## config.mk

```make
export PLATFORM = sky130hd
export DESIGN_NAME = vga_timing_gen
export DESIGN_NICKNAME = d
export VERILOG_FILES = /design/src/rtl/vga_pkg.sv /design/src/rtl/vga_axis_counter.sv /design/src/rtl/vga_timing_gen.sv
export SDC_FILE = /design/constraint.sdc
export NUM_CORES = 1
export LEC_CHECK = 0
export CAP_MARGIN = 20
export CORE_ASPECT_RATIO = 0.5
export CORE_UTILIZATION = 53
export CTS_CLUSTER_SIZE = 40
export DETAILED_ROUTE_END_ITERATION = 10
export HOLD_SLACK_MARGIN = 0.03
export PLACE_DENSITY = 0.78
export SYNTH_ARGS = -nofsm -noshare
export SYNTH_HDL_FRONTEND = slang
export SYNTH_SLANG_ARGS = --single-unit
```

## constraint.sdc

```tcl
create_clock -name sclk -period 3.2 [get_ports sclk]
set_input_delay 0.64 -clock sclk [delete_from_list [all_inputs] [get_ports sclk]]
set_output_delay 0.64 -clock sclk [all_outputs]
set_load 0.01 [all_outputs]
```

## src/rtl/vga_pkg.sv

```systemverilog
// rtl/vga_pkg.sv - shared VGA timing defaults, coordinate type and total-count helper
package vga_pkg;

  localparam int DEF_H_ACTIVE = 640;
  localparam int DEF_H_FP     = 16;
  localparam int DEF_H_SYNC   = 96;
  localparam int DEF_H_BP     = 48;
  localparam int DEF_V_ACTIVE = 480;
  localparam int DEF_V_FP     = 10;
  localparam int DEF_V_SYNC   = 2;
  localparam int DEF_V_BP     = 33;

  localparam int COORD_W = 10;
  typedef logic [COORD_W-1:0] coord_t;

  function automatic int axis_total(input int active, input int fp,
                                    input int sync, input int bp);
    return active + fp + sync + bp;
  endfunction

endpackage

```

## src/rtl/vga_axis_counter.sv

```systemverilog
// rtl/vga_axis_counter.sv - one raster axis: wrapping counter with next-state active/sync decode
module vga_axis_counter
  import vga_pkg::*;
#(
  parameter int CNT_W  = 10,
  parameter int ACTIVE = DEF_H_ACTIVE,
  parameter int FP     = DEF_H_FP,
  parameter int SYNC   = DEF_H_SYNC,
  parameter int BP     = DEF_H_BP,
  parameter bit POL    = 1'b0
) (
  input  logic             clk,
  input  logic             tick,
  input  logic             clear,
  output logic [CNT_W-1:0] count_nxt,
  output logic             active_nxt,
  output logic             sync_nxt,
  output logic             wrap
);

  localparam int TOTAL = axis_total(ACTIVE, FP, SYNC, BP);
  localparam logic [CNT_W-1:0] LAST      = CNT_W'(TOTAL - 1);
  localparam logic [CNT_W-1:0] ACT_END   = CNT_W'(ACTIVE);
  localparam logic [CNT_W-1:0] SYNC_BEG  = CNT_W'(ACTIVE + FP);
  localparam logic [CNT_W-1:0] SYNC_END  = CNT_W'(ACTIVE + FP + SYNC);

  logic [CNT_W-1:0] count;

  always_comb begin
    wrap      = tick && (count == LAST);
    count_nxt = count;
    if (clear)
      count_nxt = '0;
    else if (wrap)
      count_nxt = '0;
    else if (tick)
      count_nxt = count + 1'b1;
  end

  // Decoded from the next count so the top can register it alongside the count itself
  always_comb begin
    active_nxt = (count_nxt < ACT_END);
    if ((count_nxt >= SYNC_BEG) && (count_nxt < SYNC_END))
      sync_nxt = POL;
    else
      sync_nxt = !POL;
  end

  always_ff @(posedge clk) begin
    count <= count_nxt;
  end

endmodule

```

## src/rtl/vga_timing_gen.sv

```systemverilog
// rtl/vga_timing_gen.sv - parametrised VGA raster timing generator with prescaler and strobes
module vga_timing_gen
  import vga_pkg::*;
#(
  parameter int H_ACTIVE = DEF_H_ACTIVE,
  parameter int H_FP     = DEF_H_FP,
  parameter int H_SYNC   = DEF_H_SYNC,
  parameter int H_BP     = DEF_H_BP,
  parameter int V_ACTIVE = DEF_V_ACTIVE,
  parameter int V_FP     = DEF_V_FP,
  parameter int V_SYNC   = DEF_V_SYNC,
  parameter int V_BP     = DEF_V_BP,
  parameter bit H_POL    = 1'b0,
  parameter bit V_POL    = 1'b0,
  parameter int PIX_DIV  = 1,
  parameter int CNT_W    = 10
) (
  input  logic             sclk,
  input  logic             reset,
  input  logic             enable,
  output logic [CNT_W-1:0] X_PIX,
  output logic [CNT_W-1:0] Y_PIX,
  output logic             Video_On,
  output logic             HSync,
  output logic             VSync,
  output logic             pix_tick,
  output logic             line_start,
  output logic             frame_start
);

  typedef enum logic {IDLE, RUN} state_t;

  localparam logic [4:0] PRE_MAX = 5'(PIX_DIV - 1);

  state_t           state, state_nxt;
  logic [4:0]       presc, presc_nxt;
  logic             clear, px_tick, run_nxt;
  logic [CNT_W-1:0] h_nxt, v_nxt;
  logic             h_act_nxt, v_act_nxt, h_sync_nxt, v_sync_nxt;
  logic             h_wrap, v_wrap;
  logic             line_nxt, frame_nxt;

  always_ff @(posedge sclk) begin
    if (reset)
      state <= IDLE;
    else
      state <= state_nxt;
  end

  always_comb begin
    state_nxt = state;
    run_nxt   = 1'b0;
    if (reset || !enable)
      state_nxt = IDLE;
    else
      state_nxt = RUN;
    run_nxt = (state_nxt == RUN);
  end

  // Counters hold at zero through IDLE and on the edge that enters RUN
  assign clear   = reset || !enable || (state == IDLE);
  assign px_tick = !clear && (presc == PRE_MAX);

  always_comb begin
    presc_nxt = presc;
    if (clear || (presc == PRE_MAX))
      presc_nxt = '0;
    else
      presc_nxt = presc + 1'b1;
  end

  always_ff @(posedge sclk) begin
    presc <= presc_nxt;
  end

  vga_axis_counter #(
    .CNT_W (CNT_W),
    .ACTIVE(H_ACTIVE),
    .FP    (H_FP),
    .SYNC  (H_SYNC),
    .BP    (H_BP),
    .POL   (H_POL)
  ) u_h_axis (
    .clk       (sclk),
    .tick      (px_tick),
    .clear     (clear),
    .count_nxt (h_nxt),
    .active_nxt(h_act_nxt),
    .sync_nxt  (h_sync_nxt),
    .wrap      (h_wrap)
  );

  vga_axis_counter #(
    .CNT_W (CNT_W),
    .ACTIVE(V_ACTIVE),
    .FP    (V_FP),
    .SYNC  (V_SYNC),
    .BP    (V_BP),
    .POL   (V_POL)
  ) u_v_axis (
    .clk       (sclk),
    .tick      (h_wrap),
    .clear     (clear),
    .count_nxt (v_nxt),
    .active_nxt(v_act_nxt),
    .sync_nxt  (v_sync_nxt),
    .wrap      (v_wrap)
  );

  // Pixel 0 of a line is reached either by entering RUN or by the horizontal wrap
  assign line_nxt  = run_nxt && ((state == IDLE) || h_wrap);
  assign frame_nxt = run_nxt && ((state == IDLE) || v_wrap);

  always_ff @(posedge sclk) begin
    if (reset || !run_nxt) begin
      X_PIX       <= '0;
      Y_PIX       <= '0;
      Video_On    <= 1'b0;
      HSync       <= !H_POL;
      VSync       <= !V_POL;
      pix_tick    <= 1'b0;
      line_start  <= 1'b0;
      frame_start <= 1'b0;
    end else begin
      X_PIX       <= h_nxt;
      Y_PIX       <= v_nxt;
      Video_On    <= h_act_nxt && v_act_nxt;
      HSync       <= h_sync_nxt;
      VSync       <= v_sync_nxt;
      pix_tick    <= (presc_nxt == '0);
      line_start  <= line_nxt;
      frame_start <= frame_nxt;
    end
  end

endmodule
```

==> metrics.yaml <==
synth_top_family_by_area: "simple AND/OR/NAND/NOR gates"
ys_seq_area_share_pct: 50.0
gp_congestion: 0.871
ir_drop_mv: 0.211
hp-class: "reg -> reg"
grt_setup_unrepaired: "false"
slew_headroom_pct: 43.0
postCtsSetupRepairBufs: 0
ys.flop_type: "dfxtp_1"
vias: 1683
core-area_um2: 3580
synthArstFlopShare_pct: 0
synthSimpleGateAreaFrac_pct: 27.7
clock-sinks: 52
die_width_um: 90.6
synth_adder_area_share_pct: 3.01
clockRootBuffer: "clkbuf_8"
hold_violations: 0
min_to: "presc[0]$_DFF_P_"
outcome: "finished clean"
hold_depth: 1
grt_max_degree: 19
num_antenna_cells: 0
reg2reg_to: "VSync$_SDFF_PP1_"
p_per_area_nw_per_um2: 422
clock_path_buffers: 2
worst-setup-path-type: "reg -> reg"
yosys_register_bits: 52
area_growth_pct: 21.3
end_kind: "flip-flop"
wl_mm: 4.13
start_util_pct: 58.0
htree_levels: 2
fp.dieH_um: 46.3
synth.area.mux_share_pct: 0
hold_buffers: 0
crit_path_cell_trace: "ha_1 -> nor4b_1 -> and4_1 -> nand2_2 -> or3_1 -> a211o_1 -> or4b_1"
dp_slack_ns: 0.217
multi_input_comb_area_um2: 971
firstDrtPassIters: 4
row_count: 15
critPathLaunchType: "flip-flop"
skew_ns: 0.00328
layout_min_cycle_time_ns: 2.81
critical_path_arrival_ns: 2.99
fin_hold_ws_ns: 0.512
required_ns: 3.38
finalMaxSlewViolations: 0
cts_resized: 0
io_buffers: 28
drcViolationCount: 0
cts_made_buffers: 5
rrSetupSlack_ns: 0.39
drt_iter0_drc: 52
ff2ff_path_depth: 7
syn_nets: 238
seq_area_um2: 1040
grt_pass1_vias: 1574
synth_xor_area_share_pct: 8.00
synth_warnings: 0
drive_gt1_share_pct: 7.25
nets: 270
fmaxAchievable_mhz: 356
synth_area_um2: 2080
finalCritPeriodShare_pct: 87.7
synth_edf_count: 0
drv_cap: 0
worst_pin_slew_ns: 0.847
die_area_um2: 4200
num_io_pins: 29
grt_util_all_layers_pct: 21.1
setup_slack_ns: 0.394
min-delay-start: "presc[0]$_DFF_P_"
critPathBufInv: 0
fin_setup_tns_ns: 0
crit_family: "simple AND/OR/NAND/NOR gates"
reg2reg_from: "u_h_axis.count[0]$_DFF_P_"
power_w: 0.00106
slowest_stage: "or4b_1"
antenna_found_initial: 0
grt_pass1_wl_mm: 6.76
synth_compound_area_share_pct: 8.00
wl_per_cell_um: 13.2
fill_cells: 303
cp_slowest_stage_delay_ns: 0.49
setup_violations: 0
hpwl_mm: 3.07
synth.avg_cell_area_um2: 9.05
clkSlewWorstSetupHoldPaths_ns: 0.08
ys_types: 41
gr-total-overflow: 0
vias_per_cell: 5.38
drt.antenna.violating_nets: 0
worstPathMaxFanout: 6
p_leak_nw: 0.852
cts_tree: "built"
synthCells: 230
insertion_delay_ns: 0.30
[logic make-up after synthesis]
family	after synthesis
and+or+nand+nor	108
DFF	52
AOI/OAI and AO/OA	28
xor gates and xnor gates	19
buffers and inverters	18
adders and majority gates	5
[metrics by stage]
step | instance area, um^2 | util (%) | instances
3_5_place_dp | 2430 | 67.7 | 306
3_3_place_gp | 2430 | 67.7 | 306
5_1_grt | 2520 | 70.4 | 313
6_report | 2520 | 70.4 | 313
2_1_floorplan | 2080 | - | 230
4_1_cts | 2520 | 70.4 | 313
[cell type report]
cell class                 instances  share of cell area [%]
multi-input combinational        160                    38.5
sequential                        52                    41.2
tap                               51                    2.53
inverter                          11                    1.64
timing repair buffer              32                    12.3
clock buffer                       7                    3.82
[synthesized netlist by cell type (2+ instances only)]
cell type	count	area share [%]
a21oi_1	15	3.6
nor2_1	40	7.2
xnor2_1	16	6.7
or3_1	6	1.8
or4b_1	2	0.96
nand4_1	8	2.4
dfxtp_1	52	50
o21ai_0	4	0.96
nor3_1	4	0.96
ha_1	5	3.0
xor2_1	3	1.3
a31oi_1	2	0.60
or2_2	2	0.60
nand3_1	8	1.9
nand2_1	16	2.9
nor4_1	6	1.8
clkbuf_1	5	0.90
or4_1	3	1.1
inv_1	11	2.0
[state kept, by name (all words and copies together) (netlist names)]
register and flops:
pix_tick 1, line_start 1, VSync 1, u_v_axis.count 10, X_PIX 10, frame_start 1
Video_On 1, HSync 1, state 1, presc 5, Y_PIX 10, u_h_axis.count 10
[power by group]
group	switching, W	leakage (nW)	internal [W]
clock	0.000197	0.0503	0.000193
sequential	0.00000177	0.420	0.000650
combinational	0.0000111	0.382	0.0000109
[worst max-delay path by stage]
stage / slack [ns] / endpoint / depth (start not counted) / start
global route: 0.18 / VSync$_SDFF_PP1_ / 7 / u_h_axis.count[0]$_DFF_P_
floorplan: 0.62 / VSync$_SDFF_PP1_ / 7 / u_h_axis.count[0]$_DFF_P_
global placement: 0.29 / VSync$_SDFF_PP1_ / 7 / enable
CTS: 0.40 / VSync$_SDFF_PP1_ / 7 / u_h_axis.count[0]$_DFF_P_
finish: 0.39 / VSync$_SDFF_PP1_ / 7 / u_h_axis.count[0]$_DFF_P_
detailed placement: 0.22 / VSync$_SDFF_PP1_ / 7 / enable
[metal layers]
layer / share of wire, % / wire length [um] / up-vias / track usage (%)
met4: 1.5 / 63 / 0 / 8.39
met5: 0 / 0 / - / 0
li1: - / - / 855 / -
met2: 46 / 1910 / 37 / 37.7
met3: 4.6 / 190 / 11 / 5.61
met1: 48 / 1970 / 780 / 25.4
[cells in the final DEF (no fill, tap or decap), types with 2 or more instances in the layout]
master	instances
dfxtp_1	52
nor2_1	40
clkdlybuf4s50_1	28
nand2_1	16
xnor2_1	16
a21oi_1	15
inv_1	11
nand4_1	8
nand3_1	8
clkbuf_8	7
or3_1	6
nor4_1	6
ha_1	5
nor3_1	4
o21ai_0	4
buf_4	4
or4_1	3
xor2_1	3
or4b_1	2
a31oi_1	2
or2_2	2
Note: power is estimated with default switching activity, not from simulation.
